File: config.mk
export PLATFORM = sky130hd
export DESIGN_NAME = pos_decoder_3to8
export DESIGN_NICKNAME = d
export VERILOG_FILES = /design/src/rtl/pos_dec_pkg.sv /design/src/rtl/pos_dec_comb.sv /design/src/rtl/pos_decoder_3to8.sv
export SDC_FILE = /design/constraint.sdc
export NUM_CORES = 1
export LEC_CHECK = 0
export ABC_CLOCK_PERIOD_IN_PS = 7100
export CAP_MARGIN = 15
export CORE_ASPECT_RATIO = 0.6
export CORE_UTILIZATION = 43
export CTS_BUF_LIST = sky130_fd_sc_hd__clkbuf_8
export CTS_CLUSTER_DIAMETER = 200
export DETAILED_ROUTE_END_ITERATION = 12
export PLACE_DENSITY = 0.66
export RECOVER_POWER = 25
export SETUP_SLACK_MARGIN = 0.1
export SLEW_MARGIN = 20
export SYNTH_ARGS = -nofsm -noshare
export SYNTH_HDL_FRONTEND = slang
export SYNTH_SLANG_ARGS = --single-unit
File: constraint.sdc
create_clock -name clk -period 7.1 [get_ports clk]
set_input_delay 0.71 -clock clk [delete_from_list [all_inputs] [get_ports clk]]
set_output_delay 0.71 -clock clk [all_outputs]
set_load 0.03 [all_outputs]
File: src/rtl/pos_dec_pkg.sv
// pos_dec_pkg: shared widths, FSM state encoding and decode-mode selection
// for the registered 3-to-8 position decoder.
// Build option: define POS_DECODER_THERMO_EN to switch the decode from
// one-hot (8'b1 << p) to thermometer ((9'b1 << (p+1)) - 1).
package pos_dec_pkg;

  localparam int unsigned POS_W = 3;
  localparam int unsigned OUT_W = 8;
  localparam int unsigned CNT_W = 8;

  // Prefixed so the literals never collide with the HOLD/GAP parameters.
  typedef enum logic [1:0] {
    ST_IDLE = 2'd0,
    ST_HOLD = 2'd1,
    ST_GAP  = 2'd2
  } state_t;

  typedef enum logic {
    DEC_ONEHOT = 1'b0,
    DEC_THERMO = 1'b1
  } dec_mode_t;

`ifdef POS_DECODER_THERMO_EN
  localparam dec_mode_t DEC_MODE = DEC_THERMO;
`else
  localparam dec_mode_t DEC_MODE = DEC_ONEHOT;
`endif

endpackage : pos_dec_pkg

File: src/rtl/pos_dec_comb.sv
// pos_dec_comb: purely combinational 3-bit position to 8-bit line decode.
// The mode (one-hot or thermometer) comes from pos_dec_pkg::DEC_MODE.
// Ports:
//   pos    in  POS_W  position code 0..7
//   dec_c  out OUT_W  decoded lines (combinational)
module pos_dec_comb
  import pos_dec_pkg::*;
(
  input  logic [POS_W-1:0] pos,
  output logic [OUT_W-1:0] dec_c
);

  // Bit i is set when i == pos (one-hot) or i <= pos (thermometer).
  always_comb begin
    dec_c = '0;
    for (int i = 0; i < int'(OUT_W); i++) begin
      if (DEC_MODE == DEC_THERMO) begin
        dec_c[i] = (i <= int'(pos));
      end else begin
        dec_c[i] = (i == int'(pos));
      end
    end
  end

endmodule : pos_dec_comb

File: src/rtl/pos_decoder_3to8.sv
// pos_decoder_3to8: registered 3-to-8 position decoder with a valid/ready
// input handshake. Each accepted code is driven for HOLD cycles, followed by
// GAP all-zero cycles, then the block returns to idle.
// Build option: POS_DECODER_THERMO_EN selects thermometer decode (see pkg).
// Parameters:
//   HOLD  cycles each code is driven, 1..255
//   GAP   zero cycles after each hold, 0..255
// Ports:
//   clk        in   clock, rising edge
//   rst_n      in   async active-low reset
//   flush      in   synchronous abort back to idle
//   in_valid   in   pos is valid
//   in_ready   out  combinational: idle and not flushing
//   pos        in   position code
//   out_data   out  registered decoded lines
//   out_valid  out  registered, high during the hold phase
//   busy       out  registered, high during hold or gap
//   done       out  registered, high on the last hold cycle
module pos_decoder_3to8
  import pos_dec_pkg::*;
#(
  parameter int unsigned HOLD = 4,
  parameter int unsigned GAP  = 1
) (
  input  logic             clk,
  input  logic             rst_n,
  input  logic             flush,
  input  logic             in_valid,
  output logic             in_ready,
  input  logic [POS_W-1:0] pos,
  output logic [OUT_W-1:0] out_data,
  output logic             out_valid,
  output logic             busy,
  output logic             done
);

  localparam logic [CNT_W-1:0] HOLD_LD = CNT_W'(HOLD - 1);
  localparam bit               HAS_GAP = (GAP != 0);
  localparam logic [CNT_W-1:0] GAP_LD  = HAS_GAP ? CNT_W'(GAP - 1) : '0;

  state_t             state, state_d;
  logic [CNT_W-1:0]   cnt, cnt_d;
  logic [POS_W-1:0]   pos_q, pos_d;
  logic [OUT_W-1:0]   dec;
  logic [OUT_W-1:0]   out_data_d;
  logic               out_valid_d;
  logic               busy_d;
  logic               done_d;

  assign in_ready = (state == ST_IDLE) && !flush;

  // Decode the next-cycle code so out_data is valid in the first HOLD cycle.
  pos_dec_comb u_dec (
    .pos   (pos_d),
    .dec_c (dec)
  );

  // Next-state, counter and next-output logic; outputs follow state_d.
  always_comb begin
    state_d = state;
    cnt_d   = cnt;
    pos_d   = pos_q;
    if (flush) begin
      state_d = ST_IDLE;
      cnt_d   = '0;
    end else begin
      unique case (state)
        ST_IDLE: begin
          if (in_valid) begin
            state_d = ST_HOLD;
            cnt_d   = HOLD_LD;
            pos_d   = pos;
          end
        end
        ST_HOLD: begin
          if (cnt == '0) begin
            state_d = HAS_GAP ? ST_GAP : ST_IDLE;
            cnt_d   = GAP_LD;
          end else begin
            cnt_d = cnt - CNT_W'(1);
          end
        end
        ST_GAP: begin
          if (cnt == '0) begin
            state_d = ST_IDLE;
          end else begin
            cnt_d = cnt - CNT_W'(1);
          end
        end
        default: begin
          state_d = ST_IDLE;
          cnt_d   = '0;
        end
      endcase
    end

    out_valid_d = (state_d == ST_HOLD);
    busy_d      = (state_d != ST_IDLE);
    done_d      = (state_d == ST_HOLD) && (cnt_d == '0);
    out_data_d  = out_valid_d ? dec : '0;
  end

  // State, counter, latched code and output registers.
  always_ff @(posedge clk or negedge rst_n) begin
    if (!rst_n) begin
      state     <= ST_IDLE;
      cnt       <= '0;
      pos_q     <= '0;
      out_data  <= '0;
      out_valid <= 1'b0;
      busy      <= 1'b0;
      done      <= 1'b0;
    end else begin
      state     <= state_d;
      cnt       <= cnt_d;
      pos_q     <= pos_d;
      out_data  <= out_data_d;
      out_valid <= out_valid_d;
      busy      <= busy_d;
      done      <= done_d;
    end
  end

endmodule : pos_decoder_3to8

==> run metrics, run 1 <==
status finished clean; antenna violations before repair 0; post-place instance area between 1000 and 1500 um2; Die ar. between 2000 and 3000 um2; RSZ-0062 raised after global routing false; Post-CTS Hold Fix Bufs 0; Antenna Nets Post-Route 0; Core Rows 14; CP arrival 2.32 ns; GP Congestion about 0.82; Num CTS Buffers 3; Iter 0 DRT Violations 67; layer with the highest usage met2; antenna cells 0; grt met2 use 0.300; Post-CTS Resized 0; register area share after synthesis 0.504; Period Utilization, post-route 0.426; H-tree depth 1; most frequent cells in the layout dfrtp_1, clkdlybuf4s50_1, nor2_1, nand2_1, inv_1; syn nets 126; Synth Instances between 100 and 150; via count between 900 and 1k; Worst Setup Start Kind input pin; Final Util 0.564; WL/cell approximately 16 um; FF-to-FF path depth 8; global-route wire length before repair approximately 4300 um; clock tree buffer depth 2; share of cells above drive strength 1 0.119; max cap viols 0; GRT overflow 0; Static Leak 0.638 nW; final critical-path required period 3.03 ns; total iterations of the first detailed-routing run 4; IR drop worst, VDD between 0.0002 and 0.0003 V; Fin Setup TNS 0 ns; Netlist cell types 36; Detail Placement HPWL approximately 2000 um; slowest CP cell clkdlybuf4s50_1; Root Driver clkbuf_8; Fillers 222; Slew Viols, Final 0; synth-to-layout area growth 21.0%; CTS tree yes; met3 GRT Util 0.0570; Worst Path Required 6.39 ns; met1 global-route usage 0.286; CP cell instances clkdlybuf4s50_1 -> nor3_2 -> clkdlybuf4s50_1; # DRC 0; type of the worst setup path in -> out; design area ~1400 um2; endpoints failing hold 0; worst slew pin tran 1.28 ns; #FFs+latches synth 24; Port Buffers 18; Vias/cell 5.45; commonest non-fill, non-tap cell in the layout dfrtp_1; area of the multi-input gates between 500 and 600 um2; average size of a mapped cell slightly above 10 um2; clk_lat worst skew roughly 0.26 ns; Syn Std Cell Area 1190 um2; largest net degree at the start of global routing 25; Die Span Y roughly 43 um; clk sinks 24; # setup viols final 0; vias in the first global route 858; Global Route Usage Sum 0.196; Crit path largest cell delay ~0.7 ns; CP endpoint kind output pin; hold depth 1; Ports 19; total setup buffers inserted after CTS 0; Max Freq ~330 MHz; Routed Wire Length about 2700 um; Critical Path Fanout Max 9; total core area 2560 um2; Total Nets Final 145; power per cell area a little under 500 nW/um2; clock slew at reported path FFs about 0.090 ns; Register Area ~600 um2; Rel. slew slack 0.146; yosys warns 0; Die Span X between 60 and 70 um; initial core utilization 0.466; worst hold-check path type reg -> reg; clock skew 0.00241 ns; Crit path top cell by count clkdlybuf4s50_1
==> final cells by class <==
cell class,count,area share
Tap cell,32,0.0278
Timing Repair Buffer,18,0.121
Sequential cell,24,0.417
Clock inverter,1,0.0208
Multi-Input combinational cell,80,0.365
Clock buffer,3,0.0286
Inverter,8,0.0208
==> flip-flops by register name (all words and copies together) (netlist names) <==
register   cells
done           1
state          2
out_valid      1
out_data       8
cnt            8
busy           1
pos_q          3
==> cell families after synthesis <==
kind of cell / synth area share
AOI/OAI and AO/OA: 0.0935
xor gates and xnor gates: 0.0210
adders and majority gates: 0.0315
buffers and inverters: 0.0546
DFF: 0.504
muxes: 0.0347
and+or+nand+nor: 0.261
==> synthesized netlist by cell type, drive strengths merged <==
| master | n | area [um2] |
|---|---|---|
| dfrtp | 24 | 601 |
| nor2 | 17 | 71.3 |
| nand2 | 13 | 48.8 |
| inv | 8 | 30.0 |
| a21oi | 6 | 30.0 |
| nand3 | 5 | 25.0 |
| buf | 3 | 30.0 |
| ha | 3 | 37.5 |
| mux2i | 3 | 30.0 |
| o21ai | 3 | 15.0 |
| o31ai | 3 | 22.5 |
| and2 | 2 | 12.5 |
| nand4 | 2 | 12.5 |
| nor3 | 2 | 26.3 |
| nor4 | 2 | 25.0 |
| or3 | 2 | 12.5 |
| or4 | 2 | 15.0 |
| xnor2 | 2 | 25.0 |
| a221oi | 1 | 15.0 |
| a31o | 1 | 8.76 |
| a31oi | 1 | 6.26 |
| and2b | 1 | 8.76 |
| clkbuf | 1 | 5.00 |
| mux2 | 1 | 11.3 |
| nand2b | 1 | 6.26 |
| nand3b | 1 | 7.51 |
| nand4b | 1 | 15.0 |
| nor2b | 1 | 6.26 |
| nor4b | 1 | 8.76 |
| o211ai | 1 | 7.51 |
| o22ai | 1 | 6.26 |
| or2b | 1 | 8.76 |
==> power breakdown <==
| part | internal [W] | total (W) | leakage (nW) | switching [W] |
|---|---|---|---|---|
| logic | 0.000138 | 0.000356 | 0.282 | 0.000217 |
| clock network | 0.0000753 | 0.000119 | 0.0357 | 0.0000436 |
| registers | 0.000180 | 0.000229 | 0.321 | 0.0000494 |
==> routing by layer <==
| layer | vias up | part of all wire |
|---|---|---|
| li1 | 433 | - |
| met1 | 440 | 0.50 |
| met2 | 27 | 0.45 |
| met3 | 4 | 0.043 |
| met4 | 0 | 0.0078 |
| met5 | - | 0 |
==> per-stage QoR <==
stage / power [W] / instances / hold slack (ns) / setup WS (ns)
after global placement: 0.000566 / 162 / 0.514 / 4.11
after global routing: 0.000752 / 166 / 0.566 / 4.02
after CTS: 0.000702 / 166 / 0.532 / 4.09
after detailed placement: 0.000578 / 162 / 0.512 / 4.09
final: 0.000704 / 166 / 0.530 / 4.07
after floorplan: 0.000486 / 116 / 0.414 / 4.61
==> path summary, 6_finish.rpt <==
| check | start | endpoint | slack, ns |
|---|---|---|---|
| worst min-delay path | pos_q[2] | pos_q[2] | 0.53 |
| worst max register to register | cnt[2] | done | 4.42 |
| worst max-delay path | flush | in_ready | 4.07 |
| min in group asynchronous | rst_n | state[1] | 0.70 |
| max in group asynchronous | rst_n | cnt[1] | 5.65 |
| worst min register to register | pos_q[2] | pos_q[2] | 0.53 |
==> critical path, delay by kind of cell <==
family,cells,cell delay [ns]
buffers and inverters,2,1.31
and+or+nand+nor,1,0.29
Power figures use the tool's default switching activity.
==> run 2, diff against run 1 <==
--- a/config.mk
+++ b/config.mk
@@ -5,14 +5,14 @@
 export SDC_FILE = /design/constraint.sdc
 export NUM_CORES = 1
 export LEC_CHECK = 0
-export ABC_CLOCK_PERIOD_IN_PS = 7100
+export ABC_CLOCK_PERIOD_IN_PS = 2500
 export CAP_MARGIN = 15
 export CORE_ASPECT_RATIO = 0.6
 export CORE_UTILIZATION = 43
 export CTS_BUF_LIST = sky130_fd_sc_hd__clkbuf_8
 export CTS_CLUSTER_DIAMETER = 200
 export DETAILED_ROUTE_END_ITERATION = 12
-export PLACE_DENSITY = 0.66
+export PLACE_DENSITY = 0.69
 export RECOVER_POWER = 25
 export SETUP_SLACK_MARGIN = 0.1
 export SLEW_MARGIN = 20
==> constraint.sdc (replaced) <==
create_clock -name clk -period 2.5 [get_ports clk]
set_input_delay 0.25 -clock clk [delete_from_list [all_inputs] [get_ports clk]]
set_output_delay 0.25 -clock clk [all_outputs]
set_load 0.03 [all_outputs]
==> run 2 against run 1 <==
  * Critical path depth grew 6
  * Clock skew down 0.0013 ns
  * Register-to-register slack worse by 4.2 ns
  * Power increased to 2.8 times the previous value
  * Highest routed layer unchanged
  * Global-route usage down 0.98 points
  * Count of clock-buffer cells in the layout increased by 1
  * Die area unchanged
  * First-iteration DRC count grew 31%
==> run metrics, run 2 (synthesized netlist as in run 1, its figures left out) <==
status finished clean; CP cell instances inv_1 -> ha_1 -> nand4b_2 -> ha_1 -> a21oi_1 -> o31ai_1 -> a21oi_1 -> or4_4 -> nor4_2; clock tree buffer depth 2 (unchanged); Final Total Pwr 0.00200 W (+180%); Crit path largest cell delay 0.55 ns (-0.15 ns); Global Route Usage Sum 0.186 (-0.00983); Root Driver clkbuf_8; Largest regs cnt: 8 flops, out_data: 8 flops, pos_q: 3 flops; RR Startpoint cnt[0]; Setup WS post-layout 0.178 ns (-3.90 ns); Logic pwr share 0.550 (+0.045); H-tree depth 1 (unchanged); total iterations of the first detailed-routing run 5 (+1); IR drop worst, VDD 0.000576 V (+130%); clock slew at reported path FFs 0.08 ns (about the same); Ports 19 (unchanged); power per cell area 1360 nW/um2 (+180%); commonest non-fill, non-tap cell in the layout dfrtp_1; CTS tree yes; worst hold-check path type in -> async; initial core utilization 0.466 (unchanged); Detail Placement HPWL 1920 um (-3.7%); max cap viols 0 (unchanged); antenna violations before repair 0 (unchanged); clk sinks 24 (unchanged); Die Span Y 42.8 um (unchanged); Port Buffers 18 (unchanged); Num CTS Buffers 3 (unchanged); Setup WS pre-CTS 0.125 ns (-3.96 ns); worst slew pin tran 0.880 ns (-0.401 ns); global-route wire length before repair 4230 um (-2.7%); clock skew 0.00115 ns (-0.00126 ns); Static Leak 0.656 nW (+2.8%); Worst Setup Start Kind flop; # DRC 0 (unchanged); RSZ-0062 raised after global routing false; slowest CP cell or4_4; Worst Setup SP cnt[0]; CP endpoint kind flop; CP arrival 2.50 ns (+0.18 ns); Slew Viols, Final 0 (unchanged); clock share of power 0.130 (-0.039); Iter 0 DRT Violations 88 (+31%); antenna cells 0 (unchanged); most frequent cells in the layout dfrtp_1, clkdlybuf4s50_1, nor2_1, nand2_1, inv_1; Rel. slew slack 0.413 (+0.267); share of cells above drive strength 1 0.151 (+0.0317); Worst Path Required 2.68 ns (-3.71 ns); Max Freq 431 MHz; GP Congestion 0.901 (+9.9%); P_int 0.00111 W (+180%); Core Rows 14 (unchanged); Fin Setup TNS 0 ns (unchanged); final critical-path required period about 2.3 ns; Die ar. 2990 um2 (unchanged); post-route insts no fill 171 (+3.0%); endpoints failing hold 0 (unchanged); total core area 2560 um2 (unchanged); Routed Wire Length 2520 um (-6.7%); sw frac 0.444 (+0.00251); type of the worst setup path reg -> reg; GRT overflow 0 (unchanged); Total Nets Final 150 (+3.4%); synth-to-layout area growth 23.3%; WL/cell 14.7 um (-9.4%); Critical Path Fanout Max 4 (-5); Die Span X 69.9 um (unchanged); Period Utilization, post-route 0.929; # setup viols final 0 (unchanged); largest net degree at the start of global routing 17 (-32%); Post-CTS Hold Fix Bufs 0 (unchanged); vias in the first global route 855 (-0.35%); Vias/cell 5.38 (-1.2%); via count 920 (+1.8%); Post-Place Cells 166 (+2.5%); sw power 0.000888 W (+190%); clk_lat worst skew 0.26 ns (about the same); share of power burned in registers 0.320 (-0.006); Antenna Nets Post-Route 0 (unchanged)
==> run 2: changes by cell type in the layout (fill, tap and decap cells not counted) <==
cell           before  now
buf_4               0    4
bufinv_16           1    0
clkbuf_8            3    4
dlygate4sd3_1       0    1
or4_1               2    1
or4_4               0    1
==> run 2: final timing paths <==
path                             endpoint  slack, ns  cells after the start
worst min register to register   pos_q[2]       0.52                      1
min in group clk                 pos_q[2]       0.52                      1
worst max-delay path                 done       0.18                      9
max in group asynchronous       out_valid       1.03                      2
worst min-delay path             state[1]       0.35                      1
worst max register to register       done       0.18                      9
==> run 2: worst max-delay path: cells and delay by family (launching register included) <==
kind / cells / cell delay (ns)
adder cells (fa/ha/maj): 2 / 0.53
AND/OR/NAND/NOR: 3 / 0.89
buffers and inverters: 1 / 0.12
flip-flops: 1 / 0.42
AO/OA/AOI/OAI: 3 / 0.29
==> run 2: repair_timing <==
action	4_1_cts	5_1_grt
gates resized for setup	0	1
buffers inserted	0	1
hold endpoints to repair	0	0
setup endpoints to repair	0	1
==> run 2: layout make-up <==
type,instances,area (um2)
fill,224,1090
tap,32,40.0
inverter,8,30.0
sequential,24,601
clock buffer,4,55.1
multi-input combinational,80,529
timing repair buffer,23,214
==> run 2: per-stage QoR <==
step	hold WS, ns	instance area [um2]	util
final	0.347	1470	0.574
after global routing	0.363	1470	0.574
after CTS	0.285	1460	0.571
after detailed placement	0.506	1410	0.550
after global placement	0.505	1410	0.550
after floorplan	-0.0456	1190	-
==> run 2: power by group through the flow <==
| stage | Sequential [W] | Combinational [W] | Clock (W) |
|---|---|---|---|
| 5_1_grt | 0.000658 | 0.00119 | 0.000285 |
| 3_3_place_gp | 0.000640 | 0.00103 | 0 |
| 2_1_floorplan | 0.000663 | 0.000717 | 0 |
| 3_5_place_dp | 0.000644 | 0.00105 | 0 |
| 4_1_cts | 0.000638 | 0.00106 | 0.000264 |
| 6_report | 0.000641 | 0.00110 | 0.000260 |
==> run 2: per-layer routing <==
layer	track usage	share of wire	vias up
li1	-	-	445
met1	0.290	0.50	436
met2	0.252	0.42	37
met3	0.0523	0.070	2
met4	0.0480	0.0083	0
met5	0	0	-
